### src/rtl/button_pkg.sv
// Shared definitions for button event decoding: FSM state encoding and
// default hold/repeat timings shared with the stopwatch top.
package button_pkg;

    typedef enum logic [1:0] {
        ST_IDLE    = 2'd0,
        ST_PRESSED = 2'd1,
        ST_HELD    = 2'd2
    } btn_state_t;

    localparam int HOLD_CYCLES_DEF   = 50_000_000;
    localparam int REPEAT_CYCLES_DEF = 10_000_000;

endpackage

### src/rtl/rise_detect.sv
// Rising-edge detector on an already-synchronous level. The history register
// resets high so a level that is already high at reset never reports an edge.
module rise_detect (
    input  logic clk,
    input  logic rst_n,
    input  logic level,
    output logic rise
);

    logic prev_reg;

    always_ff @(posedge clk) begin
        if (!rst_n) begin
            prev_reg <= 1'b1;
        end else begin
            prev_reg <= level;
        end
    end

    assign rise = level & ~prev_reg;

endmodule

### src/rtl/button_event.sv
// Debounced button level to registered press/release/long-press/repeat strobes.
// release and repeat are language keywords, so those ports are btn_release/btn_repeat.
module button_event
    import button_pkg::*;
#(
    parameter int HOLD_CYCLES   = HOLD_CYCLES_DEF,
    parameter int REPEAT_CYCLES = REPEAT_CYCLES_DEF,
    parameter int CNT_W         = 32
) (
    input  logic clk,
    input  logic rst_n,
    input  logic btn_level,
    input  logic en,
    output logic press,
    output logic btn_release,
    output logic long_press,
    output logic btn_repeat,
    output logic held
);

    localparam logic [CNT_W-1:0] HOLD_LAST   = CNT_W'(HOLD_CYCLES - 1);
    localparam logic [CNT_W-1:0] REPEAT_LAST = CNT_W'(REPEAT_CYCLES - 1);
    localparam logic [CNT_W-1:0] CNT_ONE     = CNT_W'(1);

    btn_state_t       state_reg;
    logic [CNT_W-1:0] cnt_reg;
    logic             rise;

    rise_detect u_rise_detect (
        .clk   (clk),
        .rst_n (rst_n),
        .level (btn_level),
        .rise  (rise)
    );

    always_ff @(posedge clk) begin
        if (!rst_n) begin
            state_reg   <= ST_IDLE;
            cnt_reg     <= '0;
            press       <= 1'b0;
            btn_release <= 1'b0;
            long_press  <= 1'b0;
            btn_repeat  <= 1'b0;
            held        <= 1'b0;
        end else begin
            press       <= 1'b0;
            btn_release <= 1'b0;
            long_press  <= 1'b0;
            btn_repeat  <= 1'b0;
            if (!en) begin
                // Disabling abandons any hold silently: no release is reported.
                state_reg <= ST_IDLE;
                cnt_reg   <= '0;
                held      <= 1'b0;
            end else begin
                unique case (state_reg)
                    ST_IDLE: begin
                        if (rise) begin
                            press     <= 1'b1;
                            cnt_reg   <= '0;
                            state_reg <= ST_PRESSED;
                            held      <= 1'b1;
                        end else begin
                            held <= 1'b0;
                        end
                    end
                    ST_PRESSED: begin
                        if (!btn_level) begin
                            btn_release <= 1'b1;
                            state_reg   <= ST_IDLE;
                            held        <= 1'b0;
                        end else if (cnt_reg == HOLD_LAST) begin
                            long_press <= 1'b1;
                            cnt_reg    <= '0;
                            state_reg  <= ST_HELD;
                            held       <= 1'b1;
                        end else begin
                            cnt_reg <= cnt_reg + CNT_ONE;
                            held    <= 1'b1;
                        end
                    end
                    ST_HELD: begin
                        if (!btn_level) begin
                            btn_release <= 1'b1;
                            state_reg   <= ST_IDLE;
                            held        <= 1'b0;
                        end else if (cnt_reg == REPEAT_LAST) begin
                            btn_repeat <= 1'b1;
                            cnt_reg    <= '0;
                            held       <= 1'b1;
                        end else begin
                            cnt_reg <= cnt_reg + CNT_ONE;
                            held    <= 1'b1;
                        end
                    end
                    default: begin
                        state_reg <= ST_IDLE;
                        cnt_reg   <= '0;
                        held      <= 1'b0;
                    end
                endcase
            end
        end
    end

endmodule

### config.mk
export PLATFORM = sky130hd
export DESIGN_NAME = button_event
export DESIGN_NICKNAME = d
export VERILOG_FILES = /design/src/rtl/button_pkg.sv /design/src/rtl/rise_detect.sv /design/src/rtl/button_event.sv
export SDC_FILE = /design/constraint.sdc
export NUM_CORES = 1
export LEC_CHECK = 0
export BUFFER_PORTS_ARGS = -buffer_cell sky130_fd_sc_hd__buf_4
export CELL_PAD_IN_SITES_DETAIL_PLACEMENT = 0
export CELL_PAD_IN_SITES_GLOBAL_PLACEMENT = 2
export CORE_MARGIN = 5
export CORE_UTILIZATION = 43
export CTS_BUF_LIST = sky130_fd_sc_hd__clkbuf_8
export CTS_CLUSTER_DIAMETER = 30
export DETAILED_ROUTE_END_ITERATION = 16
export GPL_TIMING_DRIVEN = 0
export PLACE_DENSITY_LB_ADDON = 0.1
export SYNTH_ARGS = -nofsm -noshare
export SYNTH_HDL_FRONTEND = slang
export SYNTH_HIERARCHICAL = 1
export SYNTH_SLANG_ARGS = --single-unit
### constraint.sdc
create_clock -name clk -period 3.4 [get_ports clk]
set_input_delay 0.34 -clock clk [delete_from_list [all_inputs] [get_ports clk]]
set_output_delay 0.34 -clock clk [all_outputs]
set_load 0.01 [all_outputs]
==> key figures, run 1 <==
Logic synthesis
  – Cell taking the most area after synthesis: dfxtp_1
  – Synth Cell Area: 2384 sq um
  – Syn Inst Count: 282
  – Distinct cells, synth: 57
  – Synth top area cells: dfxtp_1, nand2_1, and2_1
  – Top_reg_cell synth: dfxtp_1
  – Register area share after synthesis: 33.60%
  – Post-synth top area share: 33.60%
  – Synthesized flop and latch total: 40
  – EDFF count, synth: 0
  – Post-Syn Nets: 292
  – Syn Area/Cell: 8.452 sq um
  – Asr flop ratio synth: 0%
  – Warnings from Yosys: 6

Power and ir drop
  – Clk pwr share: 38.7%
  – Sw Share: 22.87%
  – Logic pwr share: 4.7%
  – Sw Pwr: 190.1 uW
  – Power density cells: 316.9 nW/um^2
  – Share of power burned in registers: 56.6%
  – Pint: 641.3 uW
  – LEAKAGE: 0.8952 nW
  – Tot Pwr: 831.4 uW
  – Max rail drop VDD: 0.2204 mV

Run status
  – Status: completed

Route
  – Final routed DRC violation total: 0
  – 1st-iter DRT viols: 124
  – Routed wire per std cell: 16.46 um
  – Vias per cell: 5.689
  – TritonRoute pass-1 iters: 4
  – Routed WL: 6.091 mm
  – Post-DRT Antenna Nets: 0
  – Via count: 2105

Setup path
  – Startpoint Class: flip-flop
  – Required @ worst endpoint: 3.56 ns
  – RR Endpoint: cnt_reg[20]
  – Reg2Reg Depth: 7
  – Slowest stage cell, crit path: dfxtp_1
  – Critical Path Start: cnt_reg[0]
  – R2R Setup Slk: 0.74 ns
  – Crit Path Max Fanout: 10
  – Critical R2R Launch: cnt_reg[0]
  – Largest stage delay on the critical path: 0.41 ns
  – Critical path type: reg -> reg
  – Worst setup EP type: flip-flop
  – Arrival time worst endpoint: 2.81 ns
  – Worst path cell trace: ha_1, nor4b_2, nand4_1, o2111ai_1, nand2_2, nand2_1, o21ai_0

Timing
  – Fin Setup TNS: 0 ns
  – Final slew viol count: 0
  – Rel. slew slack: 50.56%
  – Minimum clock period: 2.655 ns
  – RSZ-0062 raised after global routing: no
  – Worst slew pin tran: 0.7339 ns
  – WHS: 0.2206 ns
  – Clock Skew: 0.005656 ns
  – Setup Viol. Count Final: 0
  – Achievable Freq: 376.6 MHz
  – Final Hold Viols: 0
  – Final period utilization: 78.09%

Clock tree
  – # hold bufs at CTS: 0
  – Bufs on Longest Clock Path: 2
  – Cts bufs inserted: 5
  – Clock Tree Root: clkbuf_8
  – Setup bufs post-CTS: 0
  – CTS tree: yes
  – Worst-path clk slew: 0.08 ns
  – Htree depth: 2
  – Clock sink count: 40
  – Number of gates resized after cts: 0
  – Clk_lat worst skew: 0.29 ns

Global route
  – Met2 Track Usage GR: 28.98%
  – Met3 Track Usage GR: 3.631%
  – GRT busiest layer: met2
  – Largest net degree at the start of global routing: 12
  – GRT overflow: 0
  – Met1 GRT Util: 25.10%
  – Antenna violations before repair: 0
  – Vias in the first global route: 1995
  – First-pass GRT wire length: 10.45 mm
  – Gr usage total: 18.36%

Min path
  – Hold EP: u_rise_detect/prev_reg
  – Hold Path Class: in -> reg
  – Cell depth of the worst hold path: 2
  – Hold_sp: rst_n

Die
  – Core Region: 5439 sq um
  – Total die area: 7132 sq um
  – Die H: 84.45 um
  – I/O pin count: 9
  – Initial core utilization: 43.82%
  – Die Width: 84.45 um
  – Row count: 27

Cells and area
  – Final nets: 307
  – P&R area growth vs syn: 10.08%
  – N_diodes: 0
  – Most common cell after layout, fill and taps aside: dfxtp_1
  – Fin util: 48.24%
  – Share of cells above drive strength 1: 14.09%
  – Max FFs per register: 32
  – Non-filler cells, final: 370
  – Commonest cells after routing, fill and taps aside: dfxtp_1, nand2_1, and2_1

Place
  – IO Port Bufs: 8
  – Placed cells: 362
  – HPWL Detailed: 4.474 mm
  – Gpl congestion: 0.8608

Flow run
  – Max-cap viol count: 0
Yosys cell counts, drive strengths merged (5+ instances only):
cell	instances
nor3	7
o31ai	5
xor2	7
nor2	14
and3	10
or3	8
nand3	13
a21o	5
nand4	12
nand2	40
dfxtp	40
buf	8
nor4	6
ha	6
xnor2	5
o21ai	8
or4	5
a21oi	12
and2	16
a31oi	8
critical path, delay by kind of cell (launching register included):
kind | cells | cell delay, ns
fa+ha+maj | 1 | 0.35
simple gates | 4 | 1.19
flops | 1 | 0.41
compound gates | 2 | 0.56
logic make-up (layout without fill, tap and decap cells):
family                   after synthesis  count (layout)  share of synthesized area, %
adder cells (fa/ha/maj)                6               6                         3.150
AO/OA/AOI/OAI                         53              53                         15.38
multiplexers                           1               1                        0.4200
flip-flops                            40              40                         33.60
buffers and inverters                 16              32                         3.726
AND/OR/NAND/NOR                      154             154                         39.32
XOR/XNOR                              12              12                         4.409
per-layer routing:
metal / routed length [um] / share of wire, %
met5: 0 / 0
met4: 56 / 0.92
met3: 284 / 4.7
met2: 2748 / 45
met1: 3002 / 49
stage by stage:
step / area [sq um] / worst slack (ns)
floorplan: 2384 / 1.378
global placement: 2534 / 0.8177
global route: 2624 / 0.5573
detailed placement: 2534 / 0.8463
CTS: 2624 / 0.8223
finish: 2624 / 0.7449
final cells by class:
| type | instances | area [sq um] |
|---|---|---|
| sequential | 40 | 800.8 |
| tap | 72 | 90.09 |
| multi-input combinational | 226 | 1494 |
| fill | 563 | 2815 |
| buffer | 12 | 73.82 |
| clock buffer | 6 | 82.58 |
| timing repair buffer | 8 | 60.06 |
| inverter | 4 | 15.01 |
| clock inverter | 2 | 7.507 |
how the worst max path moves through the flow:
stage                             end  slack [ns]  depth (start not counted)
final                     cnt_reg[20]        0.74                          7
after global placement    cnt_reg[22]        0.82                          9
after floorplan           cnt_reg[26]        1.38                          9
after global routing      cnt_reg[20]        0.56                          7
after CTS                 cnt_reg[20]        0.82                          7
after detailed placement  cnt_reg[20]        0.85                          7
power by group through the flow:
stage	Sequential (mW)	Combinational, mW	Clock [mW]
finish	0.471	0.0391	0.322
global route	0.471	0.0434	0.358
CTS	0.471	0.0394	0.339
detailed placement	0.482	0.0393	0
global placement	0.482	0.0400	0
floorplan	0.482	0.0238	0
Note: power is estimated with default switching activity, not from simulation.
==> run 2, diff against run 1 <==
- CORE_UTILIZATION: 43 -> 39
- clock period: 3.4 -> 2.5 ns (I/O delays scaled with it)
==> run 2 against run 1 <==
Sequential power up 36%. Design area is 1.2% higher. Setup slack got worse by 0.58 ns. Via count up 1.4%. Wire length is 4.8% higher. Die area is 9.0% higher. Power increased by 37%. Flip-flop and latch count unchanged. Fmax is 14% higher. Cell count up 0.81%. Largest cell class unchanged. Largest power group unchanged.
==> key figures, run 2 (same netlist as run 1, synthesis figures left out) <==
Run status
  – Status: completed

Timing
  – Final period utilization: 93.25% (+15 points)
  – Final Hold Viols: 0 (unchanged)
  – Achievable Freq: 428.9 MHz (+14%)
  – WHS: 0.1295 ns (-0.09112 ns)
  – Clock Skew: 0.002403 ns (-0.003253 ns)
  – RSZ-0062 raised after global routing: no
  – Worst slew pin tran: 0.5572 ns (-0.1767 ns)
  – Minimum clock period: 2.331 ns (-0.3238 ns)
  – Fin Setup TNS: 0 ns (unchanged)
  – Final slew viol count: 0 (unchanged)
  – Setup Viol. Count Final: 0 (unchanged)
  – Rel. slew slack: 62.85% (+12 points)

Cells and area
  – Register area: 802.0 sq um (+0.16%)
  – Non-filler cells, final: 373 (+0.81%)
  – Final nets: 307 (unchanged)
  – Fin util: 44.86% (-3.4 points)
  – Fill cells: 594 (+5.5%)
  – Commonest cells after routing, fill and taps aside: dfxtp_1, nand2_1, and2_1
  – Max FFs per register: 32 (unchanged)
  – P&R area growth vs syn: 11.44%
  – Multi-input combinational cell area: 1521 sq um (+1.8%)
  – N_diodes: 0 (unchanged)
  – Share of cells above drive strength 1: 15.44% (+1.3 points)
  – Most common cell after layout, fill and taps aside: dfxtp_1

Global route
  – Largest net degree at the start of global routing: 12 (unchanged)
  – GRT overflow: 0 (unchanged)
  – Antenna violations before repair: 0 (unchanged)
  – First-pass GRT wire length: 10.18 mm (-2.6%)
  – Gr usage total: 17.21% (-1.2 points)
  – Vias in the first global route: 1938 (-2.9%)

Die
  – Die Width: 88.18 um (+4.4%)
  – Row count: 28 (+3.7%)
  – Core Region: 5921 sq um (+8.9%)
  – Initial core utilization: 40.26% (-3.6 points)
  – Die H: 88.18 um (+4.4%)
  – Total die area: 7775 sq um (+9.0%)
  – I/O pin count: 9 (unchanged)

Route
  – TritonRoute pass-1 iters: 4 (unchanged)
  – 1st-iter DRT viols: 234 (+89%)
  – Via count: 2135 (+1.4%)
  – Post-DRT Antenna Nets: 0 (unchanged)
  – Final routed DRC violation total: 0 (unchanged)
  – Routed wire per std cell: 17.12 um (+4.0%)
  – Routed WL: 6.386 mm (+4.8%)
  – Vias per cell: 5.724 (+0.61%)

Setup path
  – Required @ worst endpoint: 2.70 ns (-0.86 ns)
  – Arrival time worst endpoint: 2.53 ns (-0.28 ns)
  – Slowest stage cell, crit path: dfxtp_1
  – Worst path cell trace: ha_4, nor4b_4, nand4_1, or2_4, a31oi_2, buf_6, a21oi_2, buf_6, and2_1
  – Top delay family on crit path: simple AND/OR/NAND/NOR gates
  – Critical path type: reg -> reg
  – Reg2Reg Depth: 9 (+2)
  – Buffer and inverter count on the worst path: 2 (+2)
  – CP Capture Point: cnt_reg[30]
  – Critical Path Start: cnt_reg[1]
  – Critical R2R Launch: cnt_reg[1]
  – Worst setup EP type: flip-flop
  – Worst path depth: 9 (+2)
  – RR Endpoint: cnt_reg[30]
  – Largest stage delay on the critical path: 0.43 ns (+0.02 ns)
  – Startpoint Class: flip-flop
  – R2R Setup Slk: 0.17 ns (-0.58 ns)
  – Most used cell, CP: buf_6
  – Crit Path Max Fanout: 10 (unchanged)

Clock tree
  – Clock sink count: 40 (unchanged)
  – # hold bufs at CTS: 0 (unchanged)
  – CTS tree: yes
  – Htree depth: 2 (unchanged)
  – Clk_lat worst skew: 0.29 ns (about the same)
  – Worst-path clk slew: 0.08 ns (about the same)
  – Bufs on Longest Clock Path: 2 (unchanged)
  – Setup bufs post-CTS: 0 (unchanged)
  – Cts bufs inserted: 5 (unchanged)
  – Clock Tree Root: clkbuf_8

Power and ir drop
  – Sw Pwr: 270.1 uW (+42%)
  – Clk pwr share: 39.2% (+0.5 points)
  – Max rail drop VDD: 0.2050 mV (-7.0%)
  – LEAKAGE: 0.8947 nW (about the same)
  – Tot Pwr: 1.143 mW (+37%)
  – Share of power burned in registers: 56.0% (-0.6 points)
  – Sw Share: 23.64% (+0.77 points)
  – Pint: 872.5 uW (+36%)
  – Logic pwr share: 4.8% (about the same)
  – Power density cells: 430.1 nW/um^2 (+36%)

Min path
  – Hold Path Class: in -> reg
  – Hold_sp: rst_n

Place
  – IO Port Bufs: 8 (unchanged)
  – HPWL Detailed: 4.627 mm (+3.4%)
  – Placed cells: 365 (+0.83%)
  – Gpl congestion: 0.8047 (-6.5%)

Flow run
  – Max-cap viol count: 0 (unchanged)
[run 2: changes by cell type in the layout (fill, tap and decap cells not counted), sizes merged]
cell	delta
clkbuf	-1
buf	+1
[run 2: final cells by class]
| cell class | count | area share (%) |
|---|---|---|
| buffer | 12 | 2.779 |
| clock buffer | 6 | 3.109 |
| clock inverter | 2 | 0.2826 |
| inverter | 4 | 0.5652 |
| multi-input combinational | 226 | 57.28 |
| sequential | 40 | 30.19 |
| tap | 75 | 3.533 |
| timing repair buffer | 8 | 2.261 |
[run 2: power by group through the flow]
stage | Combinational, mW | Clock [mW] | Sequential [mW]
CTS | 0.0550 | 0.465 | 0.640
global placement | 0.0553 | 0 | 0.655
floorplan | 0.0323 | 0 | 0.655
finish | 0.0551 | 0.448 | 0.640
global route | 0.0603 | 0.487 | 0.640
detailed placement | 0.0548 | 0 | 0.655
[run 2: how the worst min path moves through the flow]
| stage | slack, ns | depth (start not counted) | endpoint |
|---|---|---|---|
| CTS | 0.12 | 2 | u_rise_detect/prev_reg |
| finish | 0.13 | 2 | u_rise_detect/prev_reg |
| floorplan | 0.32 | 1 | u_rise_detect/prev_reg |
| global placement | 0.43 | 2 | u_rise_detect/prev_reg |
| detailed placement | 0.44 | 2 | u_rise_detect/prev_reg |
| global route | 0.12 | 2 | u_rise_detect/prev_reg |
[run 2: metrics by stage]
stage / setup WS [ns] / area [sq um]
after global placement: -0.1215 / 2537
after global routing: 0.03457 / 2656
final: 0.1687 / 2656
after floorplan: 0.4782 / 2384
after CTS: 0.02844 / 2630
after detailed placement: -0.06612 / 2537
[run 2: routing by layer]
layer / vias to the layer above / part of all wire (%) / track usage (%)
li1: 1070 / - / -
met1: 1015 / 50 / 24.63
met2: 41 / 43 / 25.70
met3: 9 / 5.0 / 3.198
met4: 0 / 1.7 / 6.181
met5: - / 0 / 0
[run 2: what timing repair did]
item / CTS / global route
setup endpoints to repair: 19 / 21
pin swaps: 0 / 1
resized for setup: 2 / 6
